## src/rtl/click_counter_display.sv

```systemverilog
`default_nettype none
// ============================================================================
// Module      : click_counter_display
// Description : Counts rising edges of a debounced click level in 3-digit
//               BCD (000-999) and drives a 3-digit multiplexed, active-low
//               seven-segment display. A 999 -> 000 wrap sets a sticky
//               overflow LED that only reset clears.
//
// Ports       : clk   - system clock, all state updates on the rising edge
//               rst   - synchronous active-high reset
//               click - debounced click level, synchronous to clk
//               seg   - segment drive, active-low, [0]=a .. [6]=g, [7]=dp
//               an    - digit enables, active-low one-hot
//                       ([0]=ones, [1]=tens, [2]=hundreds)
//               led   - led[0] is the sticky overflow flag
//
// Parameters  : REFRESH_DIV - clock cycles each digit stays lit (2 .. 2^20)
//
// Revision    : 1.0 - initial release
// ============================================================================
module click_counter_display #(
   parameter int REFRESH_DIV = 100000
) (
   input  logic       clk,
   input  logic       rst,
   input  logic       click,
   output logic [7:0] seg,
   output logic [2:0] an,
   output logic [0:0] led
);

   // Refresh counter width: enough to hold REFRESH_DIV-1.
   localparam int              c_RW   = $clog2(REFRESH_DIV);
   localparam logic [c_RW-1:0] c_RMAX = c_RW'(REFRESH_DIV - 1);

   // Digit-select states.
   localparam logic [1:0] c_SEL_ONES = 2'd0;
   localparam logic [1:0] c_SEL_TENS = 2'd1;
   localparam logic [1:0] c_SEL_HUND = 2'd2;

   localparam logic [3:0] c_NINE = 4'd9;

   logic            r_click_q;
   logic [3:0]      r_d0;
   logic [3:0]      r_d1;
   logic [3:0]      r_d2;
   logic            r_ovf;
   logic [c_RW-1:0] r_rcnt;
   logic [1:0]      r_sel;

   logic            w_evt;
   logic [3:0]      w_digit;
   logic [2:0]      w_an;

   // Active-low seven-segment encoding; anything outside 0-9 blanks.
   function automatic logic [7:0] f_encode(input logic [3:0] d);
      logic [7:0] s;
      case (d)
         4'd0:    s = 8'hC0;
         4'd1:    s = 8'hF9;
         4'd2:    s = 8'hA4;
         4'd3:    s = 8'hB0;
         4'd4:    s = 8'h99;
         4'd5:    s = 8'h92;
         4'd6:    s = 8'h82;
         4'd7:    s = 8'hF8;
         4'd8:    s = 8'h80;
         4'd9:    s = 8'h90;
         default: s = 8'hFF;
      endcase
      return s;
   endfunction

   assign w_evt = click & ~r_click_q;

   // ------------------------------------------------------------------------
   // Edge detector. Loading click during reset means a button held through
   // reset release does not look like a fresh press.
   // ------------------------------------------------------------------------
   always_ff @(posedge clk) begin
      r_click_q <= click;
   end

   // ------------------------------------------------------------------------
   // BCD counter with ripple carry and sticky overflow.
   // ------------------------------------------------------------------------
   always_ff @(posedge clk) begin
      if (rst) begin
         r_d0  <= 4'd0;
         r_d1  <= 4'd0;
         r_d2  <= 4'd0;
         r_ovf <= 1'b0;
      end else if (w_evt) begin
         if (r_d0 >= c_NINE) begin
            r_d0 <= 4'd0;
            if (r_d1 >= c_NINE) begin
               r_d1 <= 4'd0;
               if (r_d2 >= c_NINE) begin
                  r_d2  <= 4'd0;
                  r_ovf <= 1'b1;
               end else begin
                  r_d2 <= r_d2 + 4'd1;
               end
            end else begin
               r_d1 <= r_d1 + 4'd1;
            end
         end else begin
            r_d0 <= r_d0 + 4'd1;
         end
      end
   end

   // ------------------------------------------------------------------------
   // Refresh divider and digit select (0 -> 1 -> 2 -> 0).
   // ------------------------------------------------------------------------
   always_ff @(posedge clk) begin
      if (rst) begin
         r_rcnt <= '0;
         r_sel  <= c_SEL_ONES;
      end else if (r_rcnt == c_RMAX) begin
         r_rcnt <= '0;
         case (r_sel)
            c_SEL_ONES: r_sel <= c_SEL_TENS;
            c_SEL_TENS: r_sel <= c_SEL_HUND;
            default:    r_sel <= c_SEL_ONES;
         endcase
      end else begin
         r_rcnt <= r_rcnt + 1'b1;
      end
   end

   // ------------------------------------------------------------------------
   // Output stage: registered from the current select/digits, so the pins
   // show the state left by the previous edge.
   // ------------------------------------------------------------------------
   always_comb begin
      w_digit = 4'hF;
      w_an    = 3'b111;
      case (r_sel)
         c_SEL_ONES: begin w_digit = r_d0; w_an = 3'b110; end
         c_SEL_TENS: begin w_digit = r_d1; w_an = 3'b101; end
         c_SEL_HUND: begin w_digit = r_d2; w_an = 3'b011; end
         default:    begin w_digit = 4'hF; w_an = 3'b111; end
      endcase
   end

   always_ff @(posedge clk) begin
      if (rst) begin
         seg <= 8'hFF;
         an  <= 3'b111;
         led <= 1'b0;
      end else begin
         seg <= f_encode(w_digit) | 8'h80;
         an  <= w_an;
         led <= r_ovf;
      end
   end

endmodule
`default_nettype wire

```

## config.mk

```make
export PLATFORM = sky130hd
export DESIGN_NAME = click_counter_display
export DESIGN_NICKNAME = d
export VERILOG_FILES = /design/src/rtl/click_counter_display.sv
export SDC_FILE = /design/constraint.sdc
export NUM_CORES = 1
export LEC_CHECK = 0
export ABC_AREA = 1
export CAP_MARGIN = 15
export CORE_MARGIN = 2
export CORE_UTILIZATION = 52
export DETAILED_ROUTE_END_ITERATION = 12
export PLACE_DENSITY = 0.75
export SETUP_SLACK_MARGIN = 0.02
export SYNTH_ARGS = -nofsm -noshare
export SYNTH_HDL_FRONTEND = slang
export SYNTH_SLANG_ARGS = --single-unit
```

## constraint.sdc

```tcl
create_clock -name clk -period 1.6 [get_ports clk]
set_input_delay 0.4 -clock clk [delete_from_list [all_inputs] [get_ports clk]]
set_output_delay 0.4 -clock clk [all_outputs]
set_load 0.01 [all_outputs]
```

==> results.toml <==
[place]
dpl.hpwl_mm = 2.889
gp_congestion = 0.8567
place_ws_ps = -140.1
portBuffers = 13
dpl_cell_area_mm2 = 0.002389

[synthesis]
syn_area_mm2 = 0.002142
syn_avg_cell_area_um2 = 7.212
synth_edf_count = 0
synth.largest_area_cell = "dfxtp_1"
synth.area.top_cells = "dfxtp_1 41%, nand2_1 14%, nor2_1 8.8%"
seq_area_frac_synth = 0.4112
yosysUniqueCellTypes = 27
ys_ff_latch = 44
synth_top_area_frac = 0.4112
ys.flop_type = "dfxtp_1"
syn_nets = 313
netlist_instances = 297
synthArstFlopShare = 0
synth_warnings = 0

[cells_and_area]
drive_gt1_frac = 0.1108
fillers = 379
final_cell_mix = "78 x nand2_1, 48 x nor2_1, 40 x dfxtp_1, 36 x inv_1, 15 x nand3_1"
layout_commonest_cell = "nand2_1"
syn2layout_area_growth_pct = 17.82
fin_area_mm2 = 0.002524
antenna_cells = 0
nets = 341

[sta]
rsz0062_at_grt = "yes"
hold_violations = 0
skew_ps = 7.911
fmax_mhz = 655.7
setup_viol = 0
fin_crit_ps = 1525
fin_crit_sh = 0.9532
finalMaxSlewViolations = 0
setup_slack_ps = 74.84

[worst_setup_path]
worstPathMaxFanout = 1
end_kind = "primary output"
arrival_ps = 1130
worst_ep_required_time_ps = 1200
worstSetupPathType = "register to primary output"
cp_slowest_stage_delay_ps = 520
start_kind = "register"
r2r_slack_ps = 160
slowest_stage = "clkdlybuf4s50_1"
cp_num_buf_inv = 1
path_delay_family = "buffers and inverters"
crit_chain = "clkdlybuf4s50_1"

[clocking]
clock-root-buffer = "clkbuf_8"
clock_latency_ps = 290
htree_levels = 2
cts_max_path_buffers = 2
cts_buffers = 5
hold_buffers = 0
clkTransAtPathRegs_ps = 80
clock-sinks = 44
cts_tree = "yes"

[power]
p_switching_uw = 442.6
seqPwrFrac = 0.586
powerDensity_mw_per_mm2 = 766.1
power.share.clock = 0.334
comb_power_share = 0.080
p_sw_frac = 0.2289
power_leakage_nw = 1.067
p_int_mw = 1.491
ir_drop_mv = 0.4616

[floorplan]
ios = 15
start_util = 0.5394
die_h_um = 68.18
core_area_mm2 = 0.003971
die_area_mm2 = 0.004649
row_count = 23
die_w_um = 68.18

[global_routing]
grt_pass1_wl_mm = 6.962
grt_antenna_before_repair = 0
grt_max_degree = 16
overflow = 0
grt_use_total = 0.1966
grt_pass1_vias = 1683

[drt]
dr.pass1.iters = 4
wl_per_cell_um = 10.33
drtIter0Drc = 60
drtAntennaViolNets = 0
dr_total_vias = 1818
viasPerCell = 4.848
drc = 0
wl_mm = 3.873

[hold_path]
hp-class = "register to register"

[run_status]
outcome = "finished clean"

[run]
drv_cap = 0
cell usage after synthesis, types with 3 or more instances:
| cell type | count |
|---|---|
| a21oi_1 | 12 |
| nand2_1 | 78 |
| nand4_1 | 6 |
| xnor2_1 | 3 |
| o21ai_0 | 5 |
| nand3_1 | 17 |
| nor3_1 | 5 |
| ha_1 | 13 |
| nor2_1 | 50 |
| dfxtp_1 | 44 |
| xor2_1 | 8 |
| inv_1 | 36 |
power by group through the flow:
stage | clock network [mW] | registers [mW] | logic (mW)
after floorplan | 0 | 1.16 | 0.0791
after global placement | 0 | 1.16 | 0.146
after detailed placement | 0 | 1.16 | 0.148
after CTS | 0.661 | 1.13 | 0.149
after global routing | 0.722 | 1.14 | 0.178
final | 0.646 | 1.13 | 0.155
metrics by stage:
| stage | hold slack (ps) | setup TNS [ps] | power [mW] | utilization | std cells |
|---|---|---|---|---|---|
| final | 449.9 | 0 | 1.933 | 0.6355 | 375 |
| after CTS | 450.0 | 0 | 1.942 | 0.6210 | 373 |
| after detailed placement | 438.7 | -848.8 | 1.306 | 0.6014 | 366 |
| after floorplan | 409.8 | 0 | 1.243 | - | 297 |
| after global placement | 428.1 | -664.2 | 1.303 | 0.6014 | 366 |
| after global routing | 472.0 | -0.9388 | 2.036 | 0.6355 | 375 |
repair_timing:
action                                  4_1_cts  5_1_grt
resized for setup                             0       15
endpoints found under the setup margin        0       32
buffers inserted                              0        2
path summary, 6_finish.rpt:
kind              startpoint   endpoint  depth (start not counted)
setup / recovery       an[0]      an[0]                          1
hold / removal     r_rcnt[0]  r_rcnt[0]                          1
setup reg to reg    r_sel[0]     seg[3]                         10
hold reg to reg    r_rcnt[0]  r_rcnt[0]                          1
layer usage:
layer,GRT usage,vias up,wire [µm]
met2,0.3180,28,1679
met5,0,-,0
met1,0.2525,807,1979
met3,0.05921,5,168
met4,0.05750,0,46
li1,-,978,-
sequential cells by signal, indices dropped and copies added (netlist names):
| signal | cells |
|---|---|
| r_rcnt | 17 |
| seg | 7 |
| r_d0 | 4 |
| r_d1 | 4 |
| r_d2 | 4 |
| an | 3 |
| r_sel | 2 |
| led | 1 |
| r_click_q | 1 |
| r_ovf | 1 |
layout make-up:
cell class,count,area (µm²),share of cell area
clock inverter,1,5.005,0.001983
tap,50,62.56,0.02479
multi-input combinational,211,1116,0.4422
clock buffer,6,72.57,0.02876
timing repair buffer,24,235.2,0.09321
inverter,39,146.4,0.05801
sequential,44,885.9,0.3510
logic make-up after synthesis:
| family | share of synthesized area |
|---|---|
| AND/OR/NAND/NOR | 0.3265 |
| flip-flops | 0.4112 |
| buffers and inverters | 0.08060 |
| AO/OA/AOI/OAI | 0.05900 |
| adder cells (fa/ha/maj) | 0.07594 |
| XOR/XNOR | 0.04498 |
| other | 0.001751 |
(Power assumes the default switching activity.)
